$ cat src/rtl/mem_bus_arbiter_if.sv
// Signal bundle between the arbiter, its two masters (M-stage core path and
// debug/loader) and the shared peripheral bus. The arbiter uses the slave
// modport; the surrounding environment uses the master modport.
interface mem_bus_arbiter_if;
  // core (M-stage) side
  logic        core_req;
  logic        core_rnw;
  logic [31:0] core_addr;
  logic [31:0] core_wdata;
  logic [31:0] core_rdata;
  logic        core_stall;
  // debug/loader side
  logic        dbg_req;
  logic        dbg_rnw;
  logic [31:0] dbg_addr;
  logic [31:0] dbg_wdata;
  logic [31:0] dbg_rdata;
  logic        dbg_ack;
  // peripheral bus side
  logic        bus_valid;
  logic        bus_rnw;
  logic [31:0] bus_addr;
  logic [31:0] bus_wdata;
  logic [31:0] bus_rdata;
  logic        bus_ready;
  logic        bus_err;

  modport master (
    output core_req, core_rnw, core_addr, core_wdata,
    output dbg_req, dbg_rnw, dbg_addr, dbg_wdata,
    output bus_rdata, bus_ready,
    input  core_rdata, core_stall, dbg_rdata, dbg_ack,
    input  bus_valid, bus_rnw, bus_addr, bus_wdata, bus_err
  );

  modport slave (
    input  core_req, core_rnw, core_addr, core_wdata,
    input  dbg_req, dbg_rnw, dbg_addr, dbg_wdata,
    input  bus_rdata, bus_ready,
    output core_rdata, core_stall, dbg_rdata, dbg_ack,
    output bus_valid, bus_rnw, bus_addr, bus_wdata, bus_err
  );
endinterface

$ cat src/rtl/mem_bus_arbiter.sv
// Two-master arbiter for the shared peripheral bus (core M-stage path and
// debug/loader). Core normally wins, but after MAX_CORE_BURST consecutive core
// grants with debug waiting, debug is forced through. Core accesses stall the
// pipeline until the CORE_DONE cycle.
// Optional macro BUS_TIMEOUT_EN: abort transfers after TIMEOUT cycles without
// bus_ready, returning 32'hDEAD_BEEF and setting sticky bus_err.
module mem_bus_arbiter #(
  parameter int MAX_CORE_BURST = 4,
  parameter int TIMEOUT        = 64
) (
  input logic               clk,
  input logic               rst_n,
  mem_bus_arbiter_if.slave  io
);

  localparam int FW = $clog2(MAX_CORE_BURST + 1);
  localparam logic [FW-1:0] FAIR_MAX = FW'(MAX_CORE_BURST);

  typedef enum logic [2:0] {
    IDLE,
    CORE_XFER,
    CORE_DONE,
    DBG_XFER,
    DBG_DONE
  } state_t;

  state_t        state_reg;
  logic [FW-1:0] fair_cnt_reg;
  logic          bus_valid_reg;
  logic          bus_rnw_reg;
  logic [31:0]   bus_addr_reg;
  logic [31:0]   bus_wdata_reg;
  logic [31:0]   core_rdata_reg;
  logic [31:0]   dbg_rdata_reg;
  logic          dbg_ack_reg;
  logic          core_win;

`ifdef BUS_TIMEOUT_EN
  localparam int TW = (TIMEOUT > 2) ? $clog2(TIMEOUT) : 1;
  localparam logic [TW-1:0] TMO_LAST = TW'(TIMEOUT - 1);
  logic [TW-1:0] tmo_cnt_reg;
  logic          bus_err_reg;
  assign io.bus_err = bus_err_reg;
`else
  assign io.bus_err = 1'b0;
`endif

  // Core wins unless debug is waiting and the core has used its burst allowance
  assign core_win = io.core_req && (!io.dbg_req || (fair_cnt_reg < FAIR_MAX));

  // Pipeline freezes while a core access is pending; it advances out of CORE_DONE
  assign io.core_stall = io.core_req & (state_reg != CORE_DONE);

  assign io.bus_valid  = bus_valid_reg;
  assign io.bus_rnw    = bus_rnw_reg;
  assign io.bus_addr   = bus_addr_reg;
  assign io.bus_wdata  = bus_wdata_reg;
  assign io.core_rdata = core_rdata_reg;
  assign io.dbg_rdata  = dbg_rdata_reg;
  assign io.dbg_ack    = dbg_ack_reg;

  // Arbitration FSM with registered bus, read-data and ack outputs
  always_ff @(posedge clk or negedge rst_n) begin
    if (!rst_n) begin
      state_reg      <= IDLE;
      fair_cnt_reg   <= '0;
      bus_valid_reg  <= 1'b0;
      bus_rnw_reg    <= 1'b0;
      bus_addr_reg   <= '0;
      bus_wdata_reg  <= '0;
      core_rdata_reg <= '0;
      dbg_rdata_reg  <= '0;
      dbg_ack_reg    <= 1'b0;
`ifdef BUS_TIMEOUT_EN
      tmo_cnt_reg    <= '0;
      bus_err_reg    <= 1'b0;
`endif
    end else begin
      dbg_ack_reg <= 1'b0;
      case (state_reg)
        IDLE: begin
`ifdef BUS_TIMEOUT_EN
          tmo_cnt_reg <= '0;
`endif
          if (!io.dbg_req) fair_cnt_reg <= '0;
          if (core_win) begin
            bus_valid_reg <= 1'b1;
            bus_rnw_reg   <= io.core_rnw;
            bus_addr_reg  <= io.core_addr;
            bus_wdata_reg <= io.core_wdata;
            state_reg     <= CORE_XFER;
            // core_win with dbg_req implies the count is below the limit
            if (io.dbg_req) fair_cnt_reg <= fair_cnt_reg + 1'b1;
          end else if (io.dbg_req) begin
            bus_valid_reg <= 1'b1;
            bus_rnw_reg   <= io.dbg_rnw;
            bus_addr_reg  <= io.dbg_addr;
            bus_wdata_reg <= io.dbg_wdata;
            fair_cnt_reg  <= '0;
            state_reg     <= DBG_XFER;
          end
        end
        CORE_XFER, DBG_XFER: begin
          if (io.bus_ready) begin
            bus_valid_reg <= 1'b0;
            if (state_reg == CORE_XFER) begin
              if (bus_rnw_reg) core_rdata_reg <= io.bus_rdata;
              state_reg <= CORE_DONE;
            end else begin
              if (bus_rnw_reg) dbg_rdata_reg <= io.bus_rdata;
              dbg_ack_reg <= 1'b1;
              state_reg   <= DBG_DONE;
            end
          end
`ifdef BUS_TIMEOUT_EN
          // Slave never answered: finish with a poison value and flag it
          else if (tmo_cnt_reg == TMO_LAST) begin
            bus_valid_reg <= 1'b0;
            bus_err_reg   <= 1'b1;
            if (state_reg == CORE_XFER) begin
              if (bus_rnw_reg) core_rdata_reg <= 32'hDEAD_BEEF;
              state_reg <= CORE_DONE;
            end else begin
              if (bus_rnw_reg) dbg_rdata_reg <= 32'hDEAD_BEEF;
              dbg_ack_reg <= 1'b1;
              state_reg   <= DBG_DONE;
            end
          end else begin
            tmo_cnt_reg <= tmo_cnt_reg + 1'b1;
          end
`endif
        end
        CORE_DONE: state_reg <= IDLE;
        DBG_DONE:  state_reg <= IDLE;
        default:   state_reg <= IDLE;
      endcase
    end
  end

endmodule

$ cat src/flat_wrapper.sv
// flat-port wrapper written by rule: the top's interface ports become plain ports
module mem_bus_arbiter_flat 
#(
  parameter int MAX_CORE_BURST = 4,
  parameter int TIMEOUT        = 64
)
  (clk, rst_n, io_core_req, io_core_rnw, io_core_addr, io_core_wdata, io_dbg_req, io_dbg_rnw, io_dbg_addr, io_dbg_wdata, io_bus_rdata, io_bus_ready, io_core_rdata, io_core_stall, io_dbg_rdata, io_dbg_ack, io_bus_valid, io_bus_rnw, io_bus_addr, io_bus_wdata, io_bus_err);
  mem_bus_arbiter_if io_i ();
  input logic clk;
  input logic rst_n;
  input wire logic [$bits(io_i.core_req)-1:0] io_core_req;
  input wire logic [$bits(io_i.core_rnw)-1:0] io_core_rnw;
  input wire logic [$bits(io_i.core_addr)-1:0] io_core_addr;
  input wire logic [$bits(io_i.core_wdata)-1:0] io_core_wdata;
  input wire logic [$bits(io_i.dbg_req)-1:0] io_dbg_req;
  input wire logic [$bits(io_i.dbg_rnw)-1:0] io_dbg_rnw;
  input wire logic [$bits(io_i.dbg_addr)-1:0] io_dbg_addr;
  input wire logic [$bits(io_i.dbg_wdata)-1:0] io_dbg_wdata;
  input wire logic [$bits(io_i.bus_rdata)-1:0] io_bus_rdata;
  input wire logic [$bits(io_i.bus_ready)-1:0] io_bus_ready;
  output wire logic [$bits(io_i.core_rdata)-1:0] io_core_rdata;
  output wire logic [$bits(io_i.core_stall)-1:0] io_core_stall;
  output wire logic [$bits(io_i.dbg_rdata)-1:0] io_dbg_rdata;
  output wire logic [$bits(io_i.dbg_ack)-1:0] io_dbg_ack;
  output wire logic [$bits(io_i.bus_valid)-1:0] io_bus_valid;
  output wire logic [$bits(io_i.bus_rnw)-1:0] io_bus_rnw;
  output wire logic [$bits(io_i.bus_addr)-1:0] io_bus_addr;
  output wire logic [$bits(io_i.bus_wdata)-1:0] io_bus_wdata;
  output wire logic [$bits(io_i.bus_err)-1:0] io_bus_err;
  assign io_i.core_req = io_core_req;
  assign io_i.core_rnw = io_core_rnw;
  assign io_i.core_addr = io_core_addr;
  assign io_i.core_wdata = io_core_wdata;
  assign io_i.dbg_req = io_dbg_req;
  assign io_i.dbg_rnw = io_dbg_rnw;
  assign io_i.dbg_addr = io_dbg_addr;
  assign io_i.dbg_wdata = io_dbg_wdata;
  assign io_i.bus_rdata = io_bus_rdata;
  assign io_i.bus_ready = io_bus_ready;
  assign io_core_rdata = io_i.core_rdata;
  assign io_core_stall = io_i.core_stall;
  assign io_dbg_rdata = io_i.dbg_rdata;
  assign io_dbg_ack = io_i.dbg_ack;
  assign io_bus_valid = io_i.bus_valid;
  assign io_bus_rnw = io_i.bus_rnw;
  assign io_bus_addr = io_i.bus_addr;
  assign io_bus_wdata = io_i.bus_wdata;
  assign io_bus_err = io_i.bus_err;
  mem_bus_arbiter #(.MAX_CORE_BURST(MAX_CORE_BURST), .TIMEOUT(TIMEOUT)) u_core (.clk(clk), .rst_n(rst_n), .io(io_i));
endmodule
$ cat config.mk
export PLATFORM = sky130hd
export DESIGN_NAME = mem_bus_arbiter_flat
export DESIGN_NICKNAME = d
export VERILOG_FILES = /design/src/rtl/mem_bus_arbiter_if.sv /design/src/rtl/mem_bus_arbiter.sv /design/src/flat_wrapper.sv
export SDC_FILE = /design/constraint.sdc
export NUM_CORES = 1
export LEC_CHECK = 0
export CAP_MARGIN = 25
export CORE_UTILIZATION = 40
export DETAILED_ROUTE_END_ITERATION = 10
export PLACE_DENSITY = 0.85
export SLEW_MARGIN = 20
export SYNTH_ARGS = -nofsm -noshare
export SYNTH_HDL_FRONTEND = slang
export SYNTH_SLANG_ARGS = --single-unit
$ cat constraint.sdc
create_clock -name clk -period 3.2 [get_ports clk]
set_clock_uncertainty 0.1 [all_clocks]
set_input_delay 0.96 -clock clk [delete_from_list [all_inputs] [get_ports clk]]
set_output_delay 0.96 -clock clk [all_outputs]
set_load 0.005 [all_outputs]
# Word-level counts from Yosys, hierarchy flattened
# Index checks and enable logic that the tools add are counted.
dict set report classes {
  bitwise_logic 2
  n_mux 20
  reduce_logical 12
  addsub 1
  n_lt_le_gt_ge 1
  n_eq_ne 5
}
# operator n
set ops {}
lappend ops {{2-to-1 mux 32 bit} 4}
lappend ops {{2-to-1 mux 3 bit} 6}
lappend ops {{2-to-1 mux 1 bit} 8}
lappend ops {{AND reduction 4 bit} 2}
lappend ops {{inequality test 3 x 2 -> 1 bit, second input constant} 2}
lappend ops {{case mux 3 bit (2 select lines)} 1}
lappend ops {{AND reduction 2 bit} 2}
lappend ops {{nonzero test 2 bit} 2}
lappend ops {{adder 3 x 1 -> 3 bit, second input constant} 1}
lappend ops {{equality test 3 x 1 -> 1 bit, second input constant} 1}
lappend ops {{equality test 3 x 2 -> 1 bit, second input constant} 1}
lappend ops {{zero test 3 bit} 1}
lappend ops {{less-than comparator 3 bit, second input constant} 1}
lappend ops {{AND reduction 3 bit} 1}
lappend ops {{inequality test 2 bit, second input constant} 1}
lappend ops {{case mux 1 bit (2 select lines)} 1}
lappend ops {{OR reduction 2 bit} 1}
lappend ops {{AND 1 bit} 1}
lappend ops {{logical AND 1 bit} 1}
lappend ops {{zero test 1 bit} 1}
lappend ops {{logical OR 1 bit} 1}
lappend ops {{inverter 1 bit} 1}
dict set report totals {
  ff_bits 137
}

# Longest topological paths before layout
# Gate-level depths: netlist (run 1).
dict set report logic_depth {
  ltp_word 5
  depth_mapped 6
  mapped_depth_nobuf 3
}

# Least setup slack after synthesis (run 1)
# Ideal clock, no wire load.
dict set report synth_path {
  path_type {input to output}
  start {input port io_core_req}
  end {output port io_core_stall}
  arrival_ns 1.155
  n_path_buf 0
  cell_stages 1
  t_required_ns 2.140
  path_slack_ns 0.985
  path_cell_list {a21boi_0}
}
dict set report synth_between {
  elab_chain_cells 1
}
# element line
set synth_rtl {}
lappend synth_rtl {{start, declared} flat_wrapper.sv:11} ;# input wire logic [$bits(io_i.core_req)-1:0] io_core_req;
lappend synth_rtl {{AND 1 bit} mem_bus_arbiter.sv:52} ;# assign io.core_stall = io.core_req & (state_reg != CORE_DONE);
lappend synth_rtl {{end, declared} flat_wrapper.sv:22} ;# output wire logic [$bits(io_i.core_stall)-1:0] io_core_stall;
# No other way between the ends.

# Worst setup path after layout (run 1)
# Same ends and word-level chain as after synthesis.

==> flow_summary.toml, run 1 <==
[route]
vias = 4839
routedWlPerCell_um = 20.3
drc = 0
drtIter0Drc = 220
via_per_inst = 5.49
ant_nets = 0
drt_wl_total_mm = 17.9
drt-pass1-iter-count = 4

[worst_setup_path]
crit_buf_inv = 2
max_stage_delay_ns = 0.50
rr_endpoint = "u_core.fair_cnt_reg[0]"
reg2reg_depth = 4
path_class = "in -> out"
critPathTopFamily = "buffers and inverters"
reg2reg_slack_ns = 1.32
timing.rr.start = "u_core.state_reg[1]"
crit_chain = "clkdlybuf4s50_1, a21boi_2, dlymetal6s2s_1"
slowest_stage = "clkdlybuf4s50_1"
cp-end-kind = "primary output"
critPathLaunchType = "primary input"
crit_required_ns = 2.14
cp_max_fo = 2
crit_cells = 3
arrival_ns = 1.77

[place]
post-place-ws_ns = -0.0345
place_congestion = 0.807
dp_hpwl_mm = 12.5
io_buffers = 298

[synth]
syn_nets = 570
avgSynthCellArea_sq_um = 14.6
yosys_register_bits = 137
synth_cell_type_count = 31
synth_seq_area_share = 0.586
synth_top_area_frac = 0.586
synthesis.area_sq_mm = 0.00585
synth_area_leaders = "dfrtp_1 59%, mux2_1 12%, o32ai_1 9.9%"
synthCells = 402
yosys_warnings = 0
synth_top_cell_by_area = "dfrtp_1"

[cells_and_area]
fillers = 986
fin_util = 0.684
syn_to_final_growth_pct = 64.7
fin_nets = 858
diodes = 0
drive_gt1_frac = 0.114

[clock_network]
h-tree-depth = 4
cts_buffer_depth = 2
worstSkewPairLatency_ns = 0.42
path_clk_slew_ns = 0.06
cts-root-buf = "clkbuf_16"
post_cts_buffers = 0
cts_tree = "done"
hold_buffers = 0
cts_made_buffers = 17
clock_sinks = 137

[die]
initial_core_util = 0.415
io_pins = 300
die_h_um = 123
core_sq_mm = 0.0141
die_area_sq_mm = 0.0151
die_w_um = 123
row_count = 43

[sta]
fmax_mhz = 354
worst_pin_slew_ns = 0.774
rsz0062_at_grt = "false"
finalHoldViolCount = 0
maxSlewHeadroom = 0.484
layout_setup_ws_ns = 0.373
setup_violations = 0
slew_violations = 0
final.period_utilization = 0.883
setup_tns_ns = 0
layout_min_cycle_time_ns = 2.83

[global_route]
grt_max_degree = 82
grt_busiest_layer = "met2"
grt_pass1_vias = 5181
grtUsageMet3 = 0.0484
antenna_found_initial = 0
grt_overflow = 0
grtUsageTotal = 0.240
met1_usage = 0.277
grt_pass1_wl_mm = 27.3
grt_use_met2 = 0.424

[pwr]
ir_worst_vdd_mv = 0.468
p_clk_frac = 0.225
intPower_w = 0.00630
power.density_mw_per_mm2 = 930
pwr-share-seq = 0.346
leakage_nw = 3.83
p_switching_w = 0.00266
swShare = 0.297
combPwrFrac = 0.430

[run]
maxCapViolCount = 0

[worst_hold_path]
hold_class = "in -> async"

[outcome]
status = "finished, final reports clean"
==> through the flow <==
stage	hold WS [ns]	power, W	instances	area, sq um
finish	0.273	0.00896	882	9640
global route	0.277	0.00941	882	9640
CTS	0.271	0.00904	882	9640
detailed placement	0.369	0.00697	851	9020
global placement	0.365	0.00680	851	9020
floorplan	0.373	0.00467	402	5850
==> cells in the final DEF, fill, tap and decap left out, types with 3 or more instances in the layout <==
cell type        count
clkdlybuf4s50_1    296
clkinv_4             4
clkbuf_16           17
mux2_2               5
dfrtp_1            137
buf_12               5
o32ai_1             66
bufinv_16            3
clkinvlp_4           3
a2bb2oi_2           20
buf_4               10
a2bb2oi_1           45
mux2_1              60
==> synthesized netlist by cell type <==
library cell and n:
dfrtp_1 137, o32ai_1 66, mux2_1 60, a2bb2oi_1 45
a2bb2oi_2 20, clkbuf_1 19, buf_2 11, buf_6 6
mux2_2 5, buf_1 4, buf_4 4, a22o_1 2
and4b_1 2, inv_1 2, nand2_1 2, nor2_1 2
a21bo_2 1, a21boi_0 1, a21o_1 1, a21oi_1 1
and3_1 1, conb_1 1, ha_1 1, nand3b_1 1
nor2_4 1, nor2b_1 1, nor3_1 1, nor3b_2 1
or3_4 1, or4_1 1, xor2_1 1
==> timing repair <==
action / 4_1_cts / 5_1_grt
endpoints found under the hold margin: 0 / 0
gates cloned: 0 / 0
resized for setup: 2 / 1
endpoints found under the setup margin: 1 / 1
==> final cells by class <==
cell class                      count  area, sq um  area share
Sequential cell                   137         3430       0.356
Timing Repair Buffer              313         3160       0.328
Multi-Input combinational cell    219         2210       0.229
Tap cell                          180          225      0.0234
Clock buffer                       18          439      0.0456
Clock inverter                     13          170      0.0177
Inverter                            2         7.51    0.000779
==> routing by layer <==
| metal | routed length [um] | part of all wire | vias to the layer above |
|---|---|---|---|
| met4 | 658 | 0.037 | 0 |
| met1 | 6900 | 0.39 | 2395 |
| met5 | 0 | 0 | - |
| met3 | 916 | 0.051 | 44 |
| met2 | 9400 | 0.53 | 217 |
| li1 | - | - | 2183 |
==> power by group through the flow <==
stage | registers, W | logic, W | clock network, W
3_3_place_gp | 0.00304 | 0.00376 | 0
4_1_cts | 0.00310 | 0.00389 | 0.00205
5_1_grt | 0.00320 | 0.00408 | 0.00213
3_5_place_dp | 0.00310 | 0.00387 | 0
6_report | 0.00310 | 0.00385 | 0.00201
2_1_floorplan | 0.00308 | 0.00159 | 0
==> worst max-delay path by stage <==
| stage | start | endpoint | slack, ns |
|---|---|---|---|
| 4_1_cts | io_core_req | io_core_stall | 0.02 |
| 2_1_floorplan | io_core_req | io_core_stall | 0.99 |
| 3_5_place_dp | io_core_req | io_core_stall | -0.03 |
| 3_3_place_gp | io_core_req | io_core_stall | -0.01 |
| 6_report | io_core_req | io_core_stall | 0.37 |
| 5_1_grt | io_core_req | io_core_stall | 0.35 |
==> logic make-up (layout without fill, tap and decap cells) <==
kind of cell,after synthesis,after routing,synth area share
AO/OA/AOI/OAI,137,137,0.225
XOR/XNOR,1,1,0.00150
adder cells (fa/ha/maj),1,1,0.00214
buffers and inverters,46,346,0.0421
flip-flops,137,137,0.586
multiplexers,65,65,0.125
other,1,1,0.000641
AND/OR/NAND/NOR,14,14,0.0175
Note: power is estimated with default switching activity, not from simulation.
==> inputs of run 2 (changes only) <==
Settings changed: SLEW_MARGIN 20 to default.
==> run 2 against run 1 <==
  * Flip-flop and latch count unchanged
  * Global-route usage fell by 0.69 points
  * Largest power group unchanged
  * Hold slack better by 0.012 ns
  * Critical path type unchanged
==> flow_summary.toml, run 2 (same netlist as run 1, synthesis figures left out) <==
[pwr]
leakage_nw = 3.82
power_w = 0.00886
power.density_mw_per_mm2 = 920
ir_worst_vdd_mv = 0.395

[worst_setup_path]
crit_end = "io_core_stall"
arrival_ns = 2.10
cp_max_fo = 2
rr_endpoint = "u_core.fair_cnt_reg[0]"
crit_path_start = "io_core_req"
critPathLaunchType = "primary input"
crit_required_ns = 2.14
crit_buf_inv = 2
path_class = "in -> out"
reg2reg_slack_ns = 1.34
reg2reg_depth = 4
slowest_stage = "clkdlybuf4s50_1"
crit_cells = 3
cp-end-kind = "primary output"
max_stage_delay_ns = 0.50
timing.rr.start = "u_core.state_reg[2]"
critPathTopFamily = "buffers and inverters"
crit_chain = "clkdlybuf4s50_1, a21boi_2, clkdlybuf4s50_1"
cpMostUsedCell = "clkdlybuf4s50_1"

[sta]
setup_tns_ns = 0
maxSlewHeadroom = 0.590
fmax_mhz = 317
worst_pin_slew_ns = 0.615
rsz0062_at_grt = "false"
final.period_utilization = 0.987
slew_violations = 0
layout_min_cycle_time_ns = 3.16
whs_ns = 0.285
finalHoldViolCount = 0
setup_violations = 0

[die]
initial_core_util = 0.415
die_h_um = 123
die_w_um = 123
core_sq_mm = 0.0141
row_count = 43
io_pins = 300
die_area_sq_mm = 0.0151

[global_route]
grt_max_degree = 82
grtUsageTotal = 0.233
grt_pass1_wl_mm = 26.7
antenna_found_initial = 0
grt_overflow = 0
grt_pass1_vias = 5038

[cells_and_area]
syn_to_final_growth_pct = 64.4
fin_nets = 859
layout_common_cells = "297 x clkdlybuf4s50_1, 137 x dfrtp_1, 66 x o32ai_1"
diodes = 0
instances_no_fill = 883
layout_commonest_cell = "clkdlybuf4s50_1"
drive_gt1_frac = 0.112

[place]
dp_hpwl_mm = 12.4
io_buffers = 298
place_congestion = 0.807
dp.cells = 852

[route]
highest_layer = "met4"
drtIter0Drc = 223
routedWlPerCell_um = 19.9
wl_met2_mm = 9.24
wl_met3_um = 965
ant_nets = 0
drt-pass1-iter-count = 4
drt_wl_total_mm = 17.6
wl_met1_mm = 6.87
vias = 4813
via_per_inst = 5.45
drc = 0

[run]
maxCapViolCount = 0

[clock_network]
cts_buffer_depth = 2
h-tree-depth = 4
cts-root-buf = "clkbuf_16"
hold_buffers = 0
worstSkewPairLatency_ns = 0.40
path_clk_slew_ns = 0.06
clock_sinks = 137
cts_made_buffers = 17
cts_tree = "done"

[worst_hold_path]
hold_class = "in -> async"

[outcome]
status = "finished, final reports clean"
run 2: cell count changes in the layout (fill, tap and decap cells not counted), sizes merged:
cell	before	now
clkdlybuf4s50	296	297
buf	16	17
clkinv	5	6
clkbuf	18	19
dlymetal6s2s	1	0
clkinvlp	3	2
inv	4	3
run 2: layout make-up:
type                       instances  area (sq um)
fill                             986          4470
sequential                       137          3430
timing repair buffer             314          3180
multi-input combinational        219          2200
clock buffer                      19           433
tap                              180           225
clock inverter                    12           151
inverter                           2          7.51
run 2: worst min-delay path by stage:
stage / slack [ns] / endpoint / startpoint / cells after the start
after floorplan: 0.37 / u_core.io.bus_valid / u_core.io.bus_valid / 1
after global placement: 0.36 / u_core.io.bus_valid / u_core.io.bus_valid / 1
after detailed placement: 0.37 / u_core.io.bus_valid / u_core.io.bus_valid / 1
after CTS: 0.27 / u_core.io.core_rdata[24] / rst_n / 1
after global routing: 0.29 / u_core.io.dbg_rdata[24] / rst_n / 1
final: 0.29 / u_core.io.core_rdata[24] / rst_n / 1
run 2: metal layers:
metal | vias to the layer above | GRT usage
met3 | 34 | 0.0484
met4 | 0 | 0.107
met5 | - | 0
met2 | 188 | 0.409
li1 | 2184 | -
met1 | 2407 | 0.274
run 2: where the power goes:
| group | switching [W] | internal (W) | total (W) |
|---|---|---|---|
| registers | 0.000521 | 0.00257 | 0.00309 |
| logic | 0.00135 | 0.00248 | 0.00383 |
| clock network | 0.000715 | 0.00122 | 0.00193 |
| total | 0.00258 | 0.00627 | 0.00886 |
run 2: what timing repair did:
| action | CTS | global route |
|---|---|---|
| setup endpoints to repair | 1 | 1 |
| gates resized for setup | 1 | 1 |
| buffers inserted | 0 | 0 |
run 2: per-stage QoR:
stage	cell area [sq um]	setup WS, ns	utilization
global placement	9020	-0.0143	0.640
detailed placement	9040	-0.0230	0.641
finish	9630	0.0410	0.683
CTS	9620	0.00628	0.683
floorplan	5850	0.985	-
global route	9630	0.0191	0.683
==> inputs of run 3 (changes only) <==
Settings changed: PLACE_DENSITY 0.85 to 0.81.
==> run 3 against run 2 <==
  * Largest cell class unchanged
  * Hold slack gained 0.099 ns
  * Non-clock buffer count shrank 4
  * Clock-buffer cell count grew 3
  * Fmax grew 5.7%
  * First-iteration DRC count decreased by 15%
==> flow_summary.toml, run 3 (same netlist as run 1, synthesis figures left out) <==
[outcome]
status = "finished, final reports clean"

[clock_network]
path_clk_slew_ns = 0.05
h-tree-depth = 4
cts_made_buffers = 17
worstSkewPairLatency_ns = 0.41
clock_sinks = 137
cts_tree = "done"
cts_buffer_depth = 2
cts-root-buf = "clkbuf_16"
hold_buffers = 0

[die]
core_sq_mm = 0.0141
io_pins = 300
die_area_sq_mm = 0.0151
die_w_um = 123
initial_core_util = 0.415
row_count = 43
die_h_um = 123

[place]
dp_hpwl_mm = 12.1
place_congestion = 0.842
place_area_sq_mm = 0.00903
io_buffers = 298
dp.cells = 848

[sta]
fmax_mhz = 335
worst_pin_slew_ns = 0.503
rsz0062_at_grt = "false"
whs_ns = 0.385
setup_tns_ns = 0
layout_min_cycle_time_ns = 2.99
slew_violations = 0
finalHoldViolCount = 0
setup_violations = 0
maxSlewHeadroom = 0.664
final.period_utilization = 0.934

[global_route]
grt_max_degree = 67
grtUsageTotal = 0.230
grt_pass1_wl_mm = 26.2
grt_pass1_vias = 5080
grt_overflow = 0
antenna_found_initial = 0

[route]
drt-pass1-iter-count = 4
drt_wl_total_mm = 17.3
vias = 4803
ant_nets = 0
via_per_inst = 5.46
routedWlPerCell_um = 19.7
drc = 0
drtIter0Drc = 189

[pwr]
power.density_mw_per_mm2 = 915
ir_worst_vdd_mv = 0.392
leakage_nw = 3.80

[cells_and_area]
instances_no_fill = 880
layout_common_cells = "296 x clkdlybuf4s50_1, 137 x dfrtp_1, 66 x o32ai_1"
fin_nets = 855
drive_gt1_frac = 0.107
multi_input_comb_area_sq_mm = 0.00220
fillers = 976
final_area_sq_mm = 0.00959
regArea_sq_mm = 0.00343
diodes = 0
syn_to_final_growth_pct = 63.9
layout_commonest_cell = "clkdlybuf4s50_1"

[run]
maxCapViolCount = 0

[worst_hold_path]
hold_class = "reg -> reg"

[worst_setup_path]
crit_required_ns = 2.14
slowest_stage = "clkdlybuf4s50_1"
arrival_ns = 1.93
critPathLaunchType = "primary input"
cp_max_fo = 2
cp-end-kind = "primary output"
crit_chain = "clkdlybuf4s50_1, a21boi_2, dlygate4sd2_1"
max_stage_delay_ns = 0.50
path_class = "in -> out"
run 3: cell count changes in the layout (fill, tap and decap cells not counted), moves of 2 or more:
cell	change
buf_12	+2
clkbuf_8	+2
buf_4	-6
bufinv_16	-2
run 3: worst paths after layout:
path | startpoint | slack, ns | depth (start not counted) | end
min in group asynchronous | rst_n | 0.39 | 1 | u_core.io.dbg_rdata[23]
max in group asynchronous | rst_n | 1.89 | 2 | u_core.io.bus_addr[9]
worst min register to register | u_core.io.core_rdata[12] | 0.38 | 1 | u_core.io.core_rdata[12]
worst max register to register | u_core.state_reg[1] | 1.34 | 4 | u_core.io.bus_addr[7]
worst max-delay path | io_core_req | 0.21 | 3 | io_core_stall
worst min-delay path | u_core.io.core_rdata[12] | 0.38 | 1 | u_core.io.core_rdata[12]
run 3: metrics by stage:
stage / total power [W] / setup WS [ns] / util
global placement: 0.00681 / -0.150 / 0.641
finish: 0.00877 / 0.211 / 0.681
detailed placement: 0.00697 / -0.165 / 0.641
CTS: 0.00886 / 0.241 / 0.681
floorplan: 0.00467 / 0.985 / -
global route: 0.00923 / 0.185 / 0.681
run 3: power breakdown:
| part | internal (W) | total (W) | leakage (nW) | switching, W |
|---|---|---|---|---|
| logic | 0.00249 | 0.00386 | 1.95 | 0.00137 |
| registers | 0.00257 | 0.00309 | 1.58 | 0.000518 |
| clock network | 0.00111 | 0.00183 | 0.266 | 0.000718 |
| total | 0.00617 | 0.00877 | 3.80 | 0.00261 |
run 3: worst max-delay path, delay by kind of cell:
kind	cells	cell delay (ns)
AO/OA/AOI/OAI	1	0.21
buffers and inverters	2	0.77
run 3: layer usage:
layer,track usage,wire length (um),up-vias
met3,0.0655,1050,37
met4,0.101,503,0
met2,0.395,8950,203
met1,0.267,6790,2394
met5,0,0,-
li1,-,-,2169
run 3: cell type report:
type / instances / share of cell area
clock buffer: 22 / 0.0484
timing repair buffer: 310 / 0.331
sequential: 137 / 0.357
inverter: 2 / 0.000782
clock inverter: 10 / 0.00978
tap: 180 / 0.0235
multi-input combinational: 219 / 0.230
run 3: what timing repair did:
action	in CTS	in global routing
setup buffers	0	0
setup endpoints to repair	1	0
resized for setup	3	0
